## src/rtl/ram_rr_scheduler.sv

```systemverilog
// Round-robin scheduler sharing one registered-read RAM among request/ack clients.
// Optionally zeroes the whole RAM after reset before any client is served.
module ram_rr_scheduler #(
   parameter int unsigned G_ADDR_WIDTH     = 4,
   parameter int unsigned G_DATA_WIDTH     = 8,
   parameter int unsigned G_NUM_CLIENTS    = 4,
   parameter int unsigned G_ID_WIDTH       = 2,
   parameter int unsigned G_CLEAR_ON_RESET = 1
) (
   input  logic                                   CLOCK,
   input  logic                                   RST_N,
   output logic                                   RST_DONE,
   input  logic [G_NUM_CLIENTS-1:0]               REQUEST,
   input  logic [G_NUM_CLIENTS-1:0]               RD_NOT_WRITE,
   input  logic [G_NUM_CLIENTS*G_ADDR_WIDTH-1:0]  ADDR,
   input  logic [G_NUM_CLIENTS*G_DATA_WIDTH-1:0]  DATAIN,
   output logic [G_NUM_CLIENTS-1:0]               ACK,
   output logic [G_DATA_WIDTH-1:0]                DATAOUT,
   output logic [G_ID_WIDTH-1:0]                  GRANT_ID,
   output logic                                   RD_EN,
   output logic                                   WR_EN,
   output logic [G_ADDR_WIDTH-1:0]                RD_ADDR,
   output logic [G_ADDR_WIDTH-1:0]                WR_ADDR,
   output logic [G_DATA_WIDTH-1:0]                WR_DATA,
   input  logic [G_DATA_WIDTH-1:0]                RD_DATA
);

   typedef enum logic [1:0] {S_CLEAR, S_IDLE, S_ACCESS, S_DONE} state_t;

   state_t                    state_q;
   logic [G_ADDR_WIDTH-1:0]   clr_q;
   logic [G_ID_WIDTH-1:0]     ptr_q;
   logic [G_ID_WIDTH-1:0]     gnt_q;
   logic                      rnw_q;
   logic                      done_q;
   logic [G_NUM_CLIENTS-1:0]  ack_q;
   logic [G_DATA_WIDTH-1:0]   dout_q;
   logic                      rd_en_q;
   logic                      wr_en_q;
   logic [G_ADDR_WIDTH-1:0]   rd_addr_q;
   logic [G_ADDR_WIDTH-1:0]   wr_addr_q;
   logic [G_DATA_WIDTH-1:0]   wr_data_q;

   logic                      gnt_valid_d;
   logic [G_ID_WIDTH-1:0]     gnt_id_d;
   logic                      gnt_rnw_d;
   logic [G_ADDR_WIDTH-1:0]   gnt_addr_d;
   logic [G_DATA_WIDTH-1:0]   gnt_data_d;
   logic [G_NUM_CLIENTS-1:0]  ack_d;

   // First requester found searching upward from the last-granted client, wrapping.
   always_comb begin
      gnt_valid_d = 1'b0;
      gnt_id_d    = '0;
      gnt_rnw_d   = 1'b0;
      gnt_addr_d  = '0;
      gnt_data_d  = '0;
      for (int unsigned i = 1; i <= G_NUM_CLIENTS; i++) begin
         for (int unsigned k = 0; k < G_NUM_CLIENTS; k++) begin
            if (!gnt_valid_d && REQUEST[k] &&
                (k == (32'(ptr_q) + i) % G_NUM_CLIENTS)) begin
               gnt_valid_d = 1'b1;
               gnt_id_d    = G_ID_WIDTH'(k);
               gnt_rnw_d   = RD_NOT_WRITE[k];
               gnt_addr_d  = ADDR[k*G_ADDR_WIDTH +: G_ADDR_WIDTH];
               gnt_data_d  = DATAIN[k*G_DATA_WIDTH +: G_DATA_WIDTH];
            end
         end
      end
      ack_d = '0;
      for (int unsigned k = 0; k < G_NUM_CLIENTS; k++) begin
         ack_d[k] = (gnt_q == G_ID_WIDTH'(k));
      end
   end

   // Outputs are registered one state ahead: the grant edge already drives the RAM
   // port, so the read data is back in time for the edge that raises ACK.
   always_ff @(posedge CLOCK or negedge RST_N) begin
      if (!RST_N) begin
         state_q   <= (G_CLEAR_ON_RESET != 0) ? S_CLEAR : S_IDLE;
         clr_q     <= '0;
         ptr_q     <= G_ID_WIDTH'(G_NUM_CLIENTS - 1);
         gnt_q     <= '0;
         rnw_q     <= 1'b0;
         done_q    <= 1'b0;
         ack_q     <= '0;
         dout_q    <= '0;
         rd_en_q   <= 1'b0;
         wr_en_q   <= 1'b0;
         rd_addr_q <= '0;
         wr_addr_q <= '0;
         wr_data_q <= '0;
      end else begin
         ack_q   <= '0;
         rd_en_q <= 1'b0;
         wr_en_q <= 1'b0;
         case (state_q)
            S_CLEAR: begin
               wr_en_q   <= 1'b1;
               wr_addr_q <= clr_q;
               wr_data_q <= '0;
               clr_q     <= clr_q + 1'b1;
               if (clr_q == '1) begin
                  state_q <= S_IDLE;
                  done_q  <= 1'b1;
               end
            end
            S_IDLE: begin
               done_q <= 1'b1;
               if (gnt_valid_d) begin
                  gnt_q   <= gnt_id_d;
                  ptr_q   <= gnt_id_d;
                  rnw_q   <= gnt_rnw_d;
                  state_q <= S_ACCESS;
                  if (gnt_rnw_d) begin
                     rd_en_q   <= 1'b1;
                     rd_addr_q <= gnt_addr_d;
                  end else begin
                     wr_en_q   <= 1'b1;
                     wr_addr_q <= gnt_addr_d;
                     wr_data_q <= gnt_data_d;
                  end
               end
            end
            S_ACCESS: begin
               state_q <= S_DONE;
            end
            S_DONE: begin
               ack_q <= ack_d;
               if (rnw_q) begin
                  dout_q <= RD_DATA;
               end
               state_q <= S_IDLE;
            end
            default: state_q <= S_IDLE;
         endcase
      end
   end

   assign RST_DONE = done_q;
   assign ACK      = ack_q;
   assign DATAOUT  = dout_q;
   assign GRANT_ID = gnt_q;
   assign RD_EN    = rd_en_q;
   assign WR_EN    = wr_en_q;
   assign RD_ADDR  = rd_addr_q;
   assign WR_ADDR  = wr_addr_q;
   assign WR_DATA  = wr_data_q;

endmodule

```

## config.mk

```make
export PLATFORM = sky130hd
export DESIGN_NAME = ram_rr_scheduler
export DESIGN_NICKNAME = d
export VERILOG_FILES = /design/src/rtl/ram_rr_scheduler.sv
export SDC_FILE = /design/constraint.sdc
export NUM_CORES = 1
export LEC_CHECK = 0
export CAP_MARGIN = 20
export CORE_AREA = 2 2 106 108
export DETAILED_ROUTE_END_ITERATION = 8
export DIE_AREA = 0 0 108 110
export GPL_TIMING_DRIVEN = 0
export PLACE_DENSITY = 0.56
export SYNTH_ARGS = -nofsm -noshare
export SYNTH_HDL_FRONTEND = slang
export SYNTH_SLANG_ARGS = --single-unit
```

## constraint.sdc

```tcl
create_clock -name CLOCK -period 3.2 [get_ports CLOCK]
set_input_delay 0.32 -clock CLOCK [delete_from_list [all_inputs] [get_ports CLOCK]]
set_output_delay 0.32 -clock CLOCK [all_outputs]
set_load 0.05 [all_outputs]
```

==> impl_metrics.csv, run 1 <==
group,metric,value,unit
placement,pre_cts_ws,-0.170,ns
sta,final.setup.tns,0,ns
grt,grt_usage,0.187,
sta,drv_slew,0,
clocking,ctsHtreeMaxLevel,2,
finish,utilization,0.418,
yosys,ys_seq_elements,42,
placement,dpl.hpwl,8630,um
grt,grt-ovfl-total,0,
setup_path,r2r-end,"WR_DATA[2]",
finish,nNetsFinal,538,
sta,worstMarginPinSlew,0.808,ns
grt,grt_pass1_wl,17200,um
grt,grt_pass1_vias,3287,
clocking,cts.clk_slew.worst_paths,0.08,ns
sta,fin_hold_ws,0.362,ns
yosys,yosysSeqAreaShare,0.333,
yosys,synth_area,3170,um^2
floorplanning,io_pins,99,
route,drc_errors,0,
clocking,clock-sinks,42,
setup_path,r2r_cells,9,
sta,setup_slack,0.207,ns
placement,gp_congestion,0.898,
flow_run,maxCapViolCount,0,
finish,layout_common_cells,"clkdlybuf4s50_1 (97), dfrtp_1 (40), nand2_1 (32)",
clocking,cts_buffers,5,
yosys,synth_fp_nets,431,
floorplanning,die_width,108,um
worst_hold_path,hp-class,"in2async",
setup_path,worstSetupEndpoint,"WR_DATA[2]",
setup_path,critPathArrivalTime,3.17,ns
finish,diodes,0,
sta,setup_viol,0,
route,dr.pass1.iters,6,
setup_path,r2r-start,"ptr_q[0]",
route,post_drt_wl_per_cell,18.2,um
sta,fin_crit_sh,0.935,
floorplanning,rows,38,
yosys,yosys_warnings,0,
grt,grt_max_degree,40,
floorplanning,die_h,110,um
yosys,synthArstFlopShare,1.00,
route,via_per_inst,5.47,
floorplanning,die_area,11900,um^2
route,dr_total_vias,3323,
sta,fmax,334,MHz
setup_path,r2r_slack,0.21,ns
clocking,cts_post_setup_buffers_inserted,0,
yosys,synth_edf_count,0,
grt,antenna_found_initial,0,
clocking,clock-root-buffer,"clkbuf_8",
sta,period_needed,2.99,ns
power_and_ir_drop,powerDensity,870,nW/um^2
setup_path,end_kind,"register",
sta,relSlewSlack,0.447,
yosys,synth_ff_type,"dfrtp_1",
route,antenna_left,0,
power_and_ir_drop,peakVddDrop,0.000584,V
setup_path,critPathKind,"reg2reg",
sta,fin_skew,0.00679,ns
yosys,synth_cell_types,63,
clocking,clk_latency,0.29,ns
setup_path,cp-startpoint,"ptr_q[0]",
yosys,postSynthCellCount,360,
finish,final_common_cell,"clkdlybuf4s50_1",
yosys,avgSynthCellArea,8.80,um^2
route,first_iter_violations,191,
placement,portBuffers,98,
floorplanning,initial_core_util,0.296,
setup_path,cp_max_fo,10,
finish,syn_to_final_growth,41.2,%
finish,drive_above_1_share,0.118,
setup_path,start_kind,"register",
floorplanning,core,10700,um^2
sta,rsz0062_at_grt,"false",
clocking,cts_tree,"done",
clocking,cts.path.max_buffers,2,
sta,hold_violations,0,
status,status,"finished clean",
power_and_ir_drop,p_leak,0.00175,uW
route,wl,11000,um
setup_path,critical_path_required,3.37,ns
-- worst max-delay path, cell delays in order (launching register included) --
cell,delay [ns]
dfstp_2,0.52
buf_2,0.18
buf_2,0.23
buf_2,0.25
nor3b_1,0.15
a221oi_1,0.49
nor3_1,0.14
a221oi_2,0.36
buf_6,0.22
mux2_1,0.34
-- layer usage --
metal  wire length (um)  part of all wire  track usage  vias up
li1                   -                 -            -     1583
met1               4770              0.43        0.252     1566
met2               5060              0.46        0.298      162
met3               1070             0.097       0.0547       12
met4                141             0.013       0.0449        0
met5                  0                 0            0        -
-- logic make-up (layout without fill, tap and decap cells) --
kind of cell | Yosys count | in the layout | share of synthesized area
buf+inv | 33 | 141 | 0.0466
simple gates | 144 | 144 | 0.259
xor+xnor | 3 | 3 | 0.00830
compound gates | 106 | 106 | 0.238
mux | 27 | 27 | 0.0952
fa+ha+maj | 5 | 5 | 0.0197
flops | 42 | 42 | 0.333
-- registers in the layout, summed over array words and instances (netlist names) --
| name | cells |
|---|---|
| clr_q | 4 |
| GRANT_ID | 2 |
| DATAOUT | 8 |
| ACK | 4 |
| WR_DATA | 8 |
| RST_DONE | 1 |
| state_q | 2 |
| rnw_q | 1 |
| RD_ADDR | 4 |
| RD_EN | 1 |
| WR_ADDR | 4 |
| ptr_q | 2 |
| WR_EN | 1 |
-- cells in the mapped netlist (all sizes together) (3+ instances only) --
cell,n,share of area
a2111oi,3,0.0087
a211o,3,0.0083
a21o,4,0.0095
a21oi,29,0.046
a221oi,6,0.019
a222oi,7,0.022
a22oi,6,0.014
a31oi,3,0.0059
and2,3,0.0059
and3,5,0.0099
and3b,4,0.011
buf,16,0.026
clkbuf,9,0.011
dfrtp,40,0.32
ha,5,0.020
inv,8,0.0095
mux2,25,0.089
nand2,32,0.038
nand2b,6,0.012
nand3,15,0.024
nand3b,15,0.036
nand4,5,0.0099
nand4bb,3,0.011
nor2,21,0.025
nor2b,7,0.014
nor3,5,0.0079
nor3b,4,0.0095
nor4,3,0.0079
o21ai,17,0.027
o22ai,3,0.0059
o2bb2ai,3,0.0083
or2,5,0.0099
or3,3,0.0059
or3b,3,0.0083
-- report_power, final --
group          switching (uW)  leakage (uW)  internal [uW]
Clock                     186     0.0000514            233
Combinational            1560       0.00118            990
Sequential                148      0.000513            775
-- worst min-delay path by stage --
stage,from,to,slack [ns],cells past startpoint
5_1_grt,RST_N,DATAOUT[7],0.37,2
3_3_place_gp,RST_DONE,RST_DONE,0.47,1
4_1_cts,RST_N,DATAOUT[7],0.35,2
3_5_place_dp,RST_N,DATAOUT[7],0.14,1
2_1_floorplan,RST_N,ACK[0],0.02,0
6_report,RST_N,DATAOUT[7],0.36,2
-- final cells by class --
cell class | instances | area (um^2)
Tap cell | 140 | 175
Multi-Input combinational cell | 285 | 1980
Inverter | 8 | 30.0
Fill cell | 1088 | 6230
Buffer | 25 | 119
Clock buffer | 6 | 72.6
Timing Repair Buffer | 100 | 1010
Clock inverter | 2 | 37.5
Sequential cell | 42 | 1050
-- through the flow --
step	instances	total power, uW	area, um^2
2_1_floorplan	360	2650	3170
3_3_place_gp	598	3470	4320
3_5_place_dp	599	3480	4340
4_1_cts	608	3920	4460
5_1_grt	608	4150	4470
6_report	608	3890	4470
-- repair_timing --
item / CTS / global route
endpoints found under the hold margin: 3 / 0
setup endpoints to repair: 0 / 10
hold buffers: 1 / 0
gates resized for setup: 0 / 4
(Power assumes the default switching activity.)
==> run 2, diff against run 1 <==
CORE_AREA = 2 2 86 88   (was 2 2 106 108)
DIE_AREA = 0 0 88 90   (was 0 0 108 110)
GPL_TIMING_DRIVEN = 1   (was 0)
PLACE_DENSITY = 0.79   (was 0.56)
==> run 2 against run 1 <==
  * Clock power is 19% higher
  * Combinational power is 4% lower
  * Largest cell class unchanged
  * Clock-buffer cell count is 1 lower
  * Clock skew is 0.0030 ns lower
  * Flip-flop and latch count stayed put
  * Highest routed layer unchanged
  * Sequential share of layout area is 0.30 points higher
  * Critical path type unchanged
==> impl_metrics.csv, run 2 (synthesized netlist as in run 1, its figures left out) <==
group,metric,value,unit
status,status,"finished clean",
clocking,cts_resized,0,
sta,final.setup.tns,0,ns
power_and_ir_drop,seq_power_share,0.250,
clocking,cts_tree,"done",
floorplanning,io_pins,99,
sta,fin_crit_sh,0.876,
clocking,clk_latency,0.29,ns
setup_path,critPathArrivalTime,2.99,ns
route,dr.pass1.iters,7,
grt,grt_max_degree,43,
placement,placed_cells,549,
route,via_per_inst,6.03,
placement,portBuffers,98,
clocking,cts.clk_slew.worst_paths,0.08,ns
route,wl,9960,um
sta,hold_violations,0,
sta,fin_skew,0.00379,ns
clocking,cts.path.max_buffers,2,
finish,nNetsFinal,528,
sta,rsz0062_at_grt,"false",
finish,syn_to_final_growth,39.4,%
route,post_drt_wl_per_cell,17.9,um
floorplanning,core,7020,um^2
finish,drive_above_1_share,0.120,
floorplanning,die_h,90,um
sta,relSlewSlack,0.414,
power_and_ir_drop,power.share.combinational,0.623,
floorplanning,die_area,7920,um^2
sta,setup_viol,0,
power_and_ir_drop,internal-power,2060,uW
clocking,cts_post_setup_buffers_inserted,0,
floorplanning,initial_core_util,0.451,
power_and_ir_drop,switchingPower,1860,uW
setup_path,critPathKind,"reg2reg",
power_and_ir_drop,peakVddDrop,0.000776,V
sta,period_needed,2.80,ns
power_and_ir_drop,p_clk_frac,0.127,
setup_path,max_stage_delay,0.79,ns
route,drc_errors,0,
setup_path,cpMaxStageDelayCell,"dfstp_2",
setup_path,cp_max_fo,24,
finish,diodes,0,
setup_path,critical_path_required,3.38,ns
clocking,clock-sinks,42,
floorplanning,rows,31,
grt,grt_pass1_vias,3199,
clocking,cts_hold_buf,0,
sta,fmax,357,MHz
clocking,clock-root-buffer,"clkbuf_8",
clocking,cts_buffers,5,
grt,grt_pass1_wl,15700,um
grt,grt_usage,0.249,
route,first_iter_violations,367,
placement,dpl.hpwl,7650,um
sta,worstMarginPinSlew,0.879,ns
setup_path,start_kind,"register",
grt,antenna_found_initial,0,
sta,drv_slew,0,
finish,final_common_cell,"clkdlybuf4s50_1",
finish,layout_common_cells,"clkdlybuf4s50_1 (97), dfrtp_1 (40), nand2_1 (32)",
floorplanning,die_width,88,um
flow_run,maxCapViolCount,0,
worst_hold_path,hp-class,"in2async",
route,antenna_left,0,
clocking,ctsHtreeMaxLevel,2,
setup_path,end_kind,"register",
finish,stdcell_count,557,
power_and_ir_drop,p_leak,0.00176,uW
grt,grt-ovfl-total,0,
setup_path,path_cells,"nor4bb_1 -> nand2_1 -> o221ai_1 -> o22ai_1 -> o21ai_1 -> mux2_2",
power_and_ir_drop,powerDensity,889,nW/um^2
power_and_ir_drop,p_sw_frac,0.475,
route,dr_total_vias,3356,
placement,gp_congestion,0.972,
-- run 2: changes by cell type in the layout (fill, tap and decap cells not counted), sizes merged --
| cell | change |
|---|---|
| bufinv | +1 |
| dlygate4sd3 | -1 |
| clkbuf | -10 |
| clkinvlp | -1 |
| clkinv | +1 |
-- run 2: final timing paths --
kind	startpoint	end	slack [ns]	depth (start not counted)
setup / recovery	ptr_q[0]	RD_ADDR[3]	0.40	6
hold / removal	RST_N	WR_DATA[4]	0.14	1
setup reg to reg	ptr_q[0]	RD_ADDR[3]	0.40	6
hold reg to reg	RST_DONE	RST_DONE	0.48	1
max in group asynchronous	RST_N	DATAOUT[2]	2.51	1
min in group CLOCK	RST_DONE	RST_DONE	0.48	1
-- run 2: power groups by stage --
stage | Sequential, uW | Clock [uW] | Combinational (uW)
2_1_floorplan | 1490 | 0 | 1150
3_3_place_gp | 975 | 0 | 2400
3_5_place_dp | 983 | 0 | 2420
4_1_cts | 978 | 509 | 2440
5_1_grt | 1020 | 531 | 2600
6_report | 980 | 499 | 2450
-- run 2: cell type report --
cell class              count  area [um^2]
repair buffers            115         1100
inverters                   8         30.0
flip-flops and latches     42         1050
multi-input cells         285         1970
fillers                   595         2610
clock buffers               5         68.8
well taps                  99          124
clock inverters             3         68.8
-- run 2: stage by stage --
step                hold WS, ns  total power, uW  setup WS [ns]  utilization  cell area, um^2
floorplan                0.0244             2650          0.681            -             3170
global placement          0.455             3380          0.178        0.609             4280
detailed placement        0.455             3400          0.178        0.609             4280
CTS                       0.172             3930          0.415        0.629             4420
global route              0.208             4150          0.116        0.629             4420
finish                    0.141             3930          0.396        0.629             4420
-- run 2: worst max-delay path, delay by kind of cell, from the launching register on --
| kind | cells | cell delay (ns) |
|---|---|---|
| AO/OA/AOI/OAI | 3 | 0.86 |
| flip-flops | 1 | 0.79 |
| multiplexers | 1 | 0.40 |
| AND/OR/NAND/NOR | 2 | 0.64 |
-- run 2: per-layer routing --
layer	track usage	up-vias	wire length, um
met5	0	-	0
met4	0.0949	0	278
met3	0.0514	30	786
met2	0.372	185	4640
met1	0.353	1576	4260
li1	-	1565	-
